## src/rtl/id_ex_stage.sv

```systemverilog
// ID/EX pipeline register with load-use detection and bubble insertion; 1-cycle latency ID->EX.
// Backpressure: hold freezes every register; stall asks PC and IF/ID to hold while a bubble enters EX.
module id_ex_stage #(
    parameter int DATA_W = 32,
    parameter int RA_W   = 5,
    parameter int CNT_W  = 16
) (
    input  logic              clk,
    input  logic              rst_n,
    input  logic              hold,
    input  logic              flush,
    input  logic              id_valid,
    input  logic              id_alusrc,
    input  logic              id_regdst,
    input  logic              id_memwrite,
    input  logic              id_memread,
    input  logic              id_memtoreg,
    input  logic              id_regwrite,
    input  logic [1:0]        id_aluop,
    input  logic [DATA_W-1:0] id_pc4,
    input  logic [DATA_W-1:0] id_rs_data,
    input  logic [DATA_W-1:0] id_rt_data,
    input  logic [DATA_W-1:0] id_imm,
    input  logic [RA_W-1:0]   id_rs,
    input  logic [RA_W-1:0]   id_rt,
    input  logic [RA_W-1:0]   id_rd,
    output logic              ex_valid,
    output logic              ex_alusrc,
    output logic              ex_regdst,
    output logic              ex_memwrite,
    output logic              ex_memread,
    output logic              ex_memtoreg,
    output logic              ex_regwrite,
    output logic [1:0]        ex_aluop,
    output logic [DATA_W-1:0] ex_pc4,
    output logic [DATA_W-1:0] ex_rs_data,
    output logic [DATA_W-1:0] ex_rt_data,
    output logic [DATA_W-1:0] ex_imm,
    output logic [RA_W-1:0]   ex_rs,
    output logic [RA_W-1:0]   ex_rt,
    output logic [RA_W-1:0]   ex_wreg,
    output logic              stall,
    output logic [CNT_W-1:0]  bubble_cnt
);

    typedef struct packed {
        logic       alusrc;
        logic       regdst;
        logic       memwrite;
        logic       memread;
        logic       memtoreg;
        logic       regwrite;
        logic [1:0] aluop;
    } ctrl_t;

    typedef struct packed {
        logic [DATA_W-1:0] pc4;
        logic [DATA_W-1:0] rs_data;
        logic [DATA_W-1:0] rt_data;
        logic [DATA_W-1:0] imm;
        logic [RA_W-1:0]   rs;
        logic [RA_W-1:0]   rt;
    } data_t;

    logic             valid_q, valid_d;
    ctrl_t            ctrl_q,  ctrl_d;
    data_t            data_q,  data_d;
    logic [RA_W-1:0]  wreg_q,  wreg_d;
    logic [CNT_W-1:0] cnt_q,   cnt_d;
    logic             stall_w;

    // Register 0 is hardwired, so a load targeting it can never create a hazard.
    assign stall_w = valid_q & ctrl_q.memread & (wreg_q != '0) & id_valid &
                     ((wreg_q == id_rs) | (wreg_q == id_rt));

    always_comb begin
        valid_d = valid_q;
        ctrl_d  = ctrl_q;
        data_d  = data_q;
        wreg_d  = wreg_q;
        cnt_d   = cnt_q;
        if (!hold) begin
            // Data fields always follow ID so a bubble's contents stay deterministic.
            data_d = '{pc4: id_pc4, rs_data: id_rs_data, rt_data: id_rt_data,
                       imm: id_imm, rs: id_rs, rt: id_rt};
            if (flush || stall_w) begin
                valid_d = 1'b0;
                ctrl_d  = '0;
                wreg_d  = '0;
                if ((id_valid || stall_w) && (cnt_q != '1))
                    cnt_d = cnt_q + 1'b1;
            end else begin
                valid_d = id_valid;
                ctrl_d  = '{alusrc: id_alusrc, regdst: id_regdst, memwrite: id_memwrite,
                            memread: id_memread, memtoreg: id_memtoreg,
                            regwrite: id_regwrite, aluop: id_aluop};
                wreg_d  = id_regdst ? id_rd : id_rt;
            end
        end
    end

    always_ff @(posedge clk or negedge rst_n) begin
        if (!rst_n) begin
            valid_q <= 1'b0;
            ctrl_q  <= '0;
            data_q  <= '0;
            wreg_q  <= '0;
            cnt_q   <= '0;
        end else begin
            valid_q <= valid_d;
            ctrl_q  <= ctrl_d;
            data_q  <= data_d;
            wreg_q  <= wreg_d;
            cnt_q   <= cnt_d;
        end
    end

    assign ex_valid    = valid_q;
    assign ex_alusrc   = ctrl_q.alusrc;
    assign ex_regdst   = ctrl_q.regdst;
    assign ex_memwrite = ctrl_q.memwrite;
    assign ex_memread  = ctrl_q.memread;
    assign ex_memtoreg = ctrl_q.memtoreg;
    assign ex_regwrite = ctrl_q.regwrite;
    assign ex_aluop    = ctrl_q.aluop;
    assign ex_pc4      = data_q.pc4;
    assign ex_rs_data  = data_q.rs_data;
    assign ex_rt_data  = data_q.rt_data;
    assign ex_imm      = data_q.imm;
    assign ex_rs       = data_q.rs;
    assign ex_rt       = data_q.rt;
    assign ex_wreg     = wreg_q;
    assign stall       = stall_w;
    assign bubble_cnt  = cnt_q;

endmodule
```

## config.mk

```make
export PLATFORM = sky130hd
export DESIGN_NAME = id_ex_stage
export DESIGN_NICKNAME = d
export VERILOG_FILES = /design/src/rtl/id_ex_stage.sv
export SDC_FILE = /design/constraint.sdc
export NUM_CORES = 1
export LEC_CHECK = 0
export ABC_AREA = 1
export CORE_MARGIN = 3
export CORE_UTILIZATION = 30
export DETAILED_ROUTE_END_ITERATION = 10
export GPL_TIMING_DRIVEN = 0
export PLACE_DENSITY = 0.68
export SYNTH_ARGS = -nofsm -noshare
export SYNTH_HDL_FRONTEND = slang
export SYNTH_SLANG_ARGS = --single-unit
```

## constraint.sdc

```tcl
create_clock -name clk -period 1.5 [get_ports clk]
set_input_delay 0.375 -clock clk [delete_from_list [all_inputs] [get_ports clk]]
set_output_delay 0.375 -clock clk [all_outputs]
set_load 0.02 [all_outputs]
```

==> results.ini <==
[status]
status=complete, but fails checks
violations=setup timing

[timing]
maxSlewHeadroom=0.584
hold_viol=0
tns_ns=-8.68
worstMarginPinSlew_ns=0.625
grt_setup_unrepaired=true
finalCriticalPeriod_ns=1.95
worst_slack_ns=-0.451
max_freq_ghz=0.513
finalSetupViolCount=32
hold_ws_ns=0.274
maxSlewViolCount=0
fin_crit_sh=1.30
skew_ns=0.0166

[drt]
routed_via_density=4.49
vias=6730
drcViolationCount=0
detail_route.wl_per_cell_um=15.7
wirelength_um=23600
drtIter0Drc=251
dr.pass1.iters=4
drtAntennaViolNets=0

[place]
place_inst=1439
dp_hpwl_um=17000
place_congestion=0.853
port_buffers=323

[setup_path]
critical_path.slowest_cell=clkdlybuf4s50_1
critical_path_required_ns=1.12
cp_data_arrival_time_ns=1.58
slowest_delay_ns=0.49
worstSetupPathType=in -> out
cp_top_family=buffers and inverters
crit_path_end_kind=primary output
crit_path_max_fanout=2
r2r_end=bubble_cnt[6]
worstReg2RegStart=ex_wreg[0]
r2r_cells=13
worstPathCellList=clkdlybuf4s50_1 -> inv_1 -> nand2_1 -> nand2_1 -> nor2_2 -> nand3_1 -> nand2_1 -> nand2_2 -> inv_2 -> buf_6
crit_path_frequent_cell=nand2_1
reg2reg_slack_ns=-0.30
worst-path-buf-inv=4
startpoint_type=input port

[final_layout]
antennaDiodeCount=0
area_growth_pct=62.3
final_util=0.497
n_fill_cell=2186
final_net_count=1358
drive_gt1_frac=0.242
layout.cells.non_filler=1498

[synthesis]
ys_seq_area_frac=0.605
yosys.area_share.simple=0.310
synth.avg_cell_area_um2=8.38
synth_compound_area_frac=0.0247
synth_cell_types=25
synth_fp_nets=987
syn_inst=830
synth-xor-area-share=0.0151
synth_top_family_by_area=simple AND/OR/NAND/NOR gates
ys_warn_count=0
synth-seq-cells=168
synth_fa_ha_area_frac=0.00180
synth.area.mux_share=0
syn_area_um2=6950

[worst_hold_path]
min_to=ex_rs[4]
hold-path-cell-count=3
min_path_type=in -> reg
hold_start=id_rs[4]

[grt]
grt_pass1_wl_um=36500
grt_max_degree=87
antenna_found_initial=0
track_usage=0.187
use_met2=0.315
busiest_layer=met2
gr-usage-met3=0.0637
grt_pass1_vias=6845
grt_use_met1=0.225
overflow=0

[clock_tree]
h-tree-depth=4
numClockSinks=168
numCtsBuffers=17
cts_buffer_depth=2
clk_pin_slew_ns=0.06
clk_latency_ns=0.42
cts_tree=yes
cts_root_buf=clkbuf_16

[floorplanning]
coreArea_um2=22700
dieHeight_um=158
row_count=55
start_util=0.306
ios=325
die_area_um2=25000
fp.dieW_um=158

[power]
ir_drop_mv=0.648
cellLeakagePower_nw=5.71
power_mw=12.4
p_per_area_nw_per_um2=1100

[run]
cap_violations=0

cell type report:
cell class                      instances  area [um2]  area share
Sequential cell                       168        4220       0.374
Inverter                               31         116      0.0103
Multi-Input combinational cell        591        2570       0.228
Clock inverter                         14         174      0.0154
Timing Repair Buffer                  353        3240       0.288
Clock buffer                           17         425      0.0377
Tap cell                              285         357      0.0316
Buffer                                 39         173      0.0153
worst max-delay path by stage:
stage	cells past startpoint	endpoint	startpoint
finish	10	stall	id_rs[0]
global route	9	stall	ex_wreg[0]
CTS	8	stall	ex_wreg[0]
detailed placement	10	stall	id_rt[1]
global placement	1	bubble_cnt[0]	rst_n
floorplan	11	bubble_cnt[15]	bubble_cnt[1]
stage by stage:
step | setup slack (ns) | cell area (um2)
floorplan | -0.0147 | 6980
global placement | -7.86 | 10600
detailed placement | -0.958 | 10600
CTS | -0.441 | 11500
global route | -0.541 | 11300
finish | -0.451 | 11300
cells by family (layout without fill, tap and decap cells):
family,count (synthesis),after routing
simple gates,544,545
flops,168,168
buf+inv,72,454
compound gates,33,33
xor+xnor,12,12
fa+ha+maj,1,1
worst register-to-register path, cell delays in order, from the launching register on:
cell and delay [ns]:
dfrtp_2 0.42, inv_2 0.06, nand2_1 0.07, nand2_1 0.07
nor2_2 0.11, nand3_1 0.07, nand2_1 0.09, nand2_2 0.07
buf_4 0.13, buf_6 0.12, nand2_8 0.09, bufbuf_16 0.26
nand4_1 0.07, nand2_1 0.09
sequential cells by signal, summed over array words and instances, names as in the netlist, 2 cells and up:
name and flops:
ex_rs_data 32, ex_rt_data 32, ex_aluop 2, bubble_cnt 16
ex_pc4 32, ex_rt 5, ex_imm 32, ex_wreg 5
ex_rs 5
synthesized netlist by cell type:
cell type	instances	area [um2]
nand4_1	22	138
o21ai_0	28	140
clkbuf_1	30	113
nor2_1	16	60.1
nor2_2	5	31.3
clkinv_1	1	3.75
nand2_1	486	1820
buf_4	1	7.51
ha_1	1	12.5
nand3_2	1	10.0
nand3_1	8	40.0
nand2_2	2	12.5
nand2_4	1	11.3
buf_2	4	20.0
nand3_4	1	17.5
nor3b_1	1	7.51
buf_1	3	11.3
xor2_1	5	43.8
nor3_1	1	5.00
xnor2_1	7	61.3
o22ai_1	5	31.3
inv_1	26	97.6
dfrtp_1	168	4200
buf_6	3	33.8
inv_2	4	15.0
layout by cell type (no fill, tap or decap), types with 2 or more instances in the layout:
cell type,instances
clkbuf_1,27
o21ai_0,21
clkdlybuf4s50_1,146
nand3_1,7
dfrtp_1,153
xnor2_1,7
inv_1,20
buf_6,17
clkdlybuf4s15_2,71
nor2_2,7
buf_2,50
dlygate4sd2_1,3
o22ai_2,3
nand4_1,22
clkdlybuf4s15_1,5
dfrtp_2,15
o22ai_1,2
buf_4,15
nand2_1,474
o21ai_1,3
clkbuf_2,44
inv_2,10
o21ai_2,4
buf_1,3
xor2_1,5
inv_8,4
nand3_4,2
inv_6,7
nor2_1,13
nand2_2,14
dlymetal6s2s_1,5
bufinv_16,2
clkbuf_16,18
power breakdown:
part | total, mW | internal, mW | switching (mW)
clock | 4.61 | 2.53 | 2.08
combinational | 2.59 | 1.15 | 1.44
sequential | 5.24 | 4.94 | 0.297
routing by layer:
metal  vias to the layer above  part of all wire
li1                       3292                 -
met1                      3176              0.41
met2                       234              0.49
met3                        28             0.082
met4                         0             0.022
met5                         -                 0
timing repair:
item,4_1_cts,5_1_grt
cloned,4,1
hold endpoints to repair,67,0
hold buffers,1,0
pin swaps,12,14
endpoints found under the setup margin,297,151
setup buffers,14,12
gates resized for setup,518,134
No activity file was read; power rests on OpenSTA's default activity.
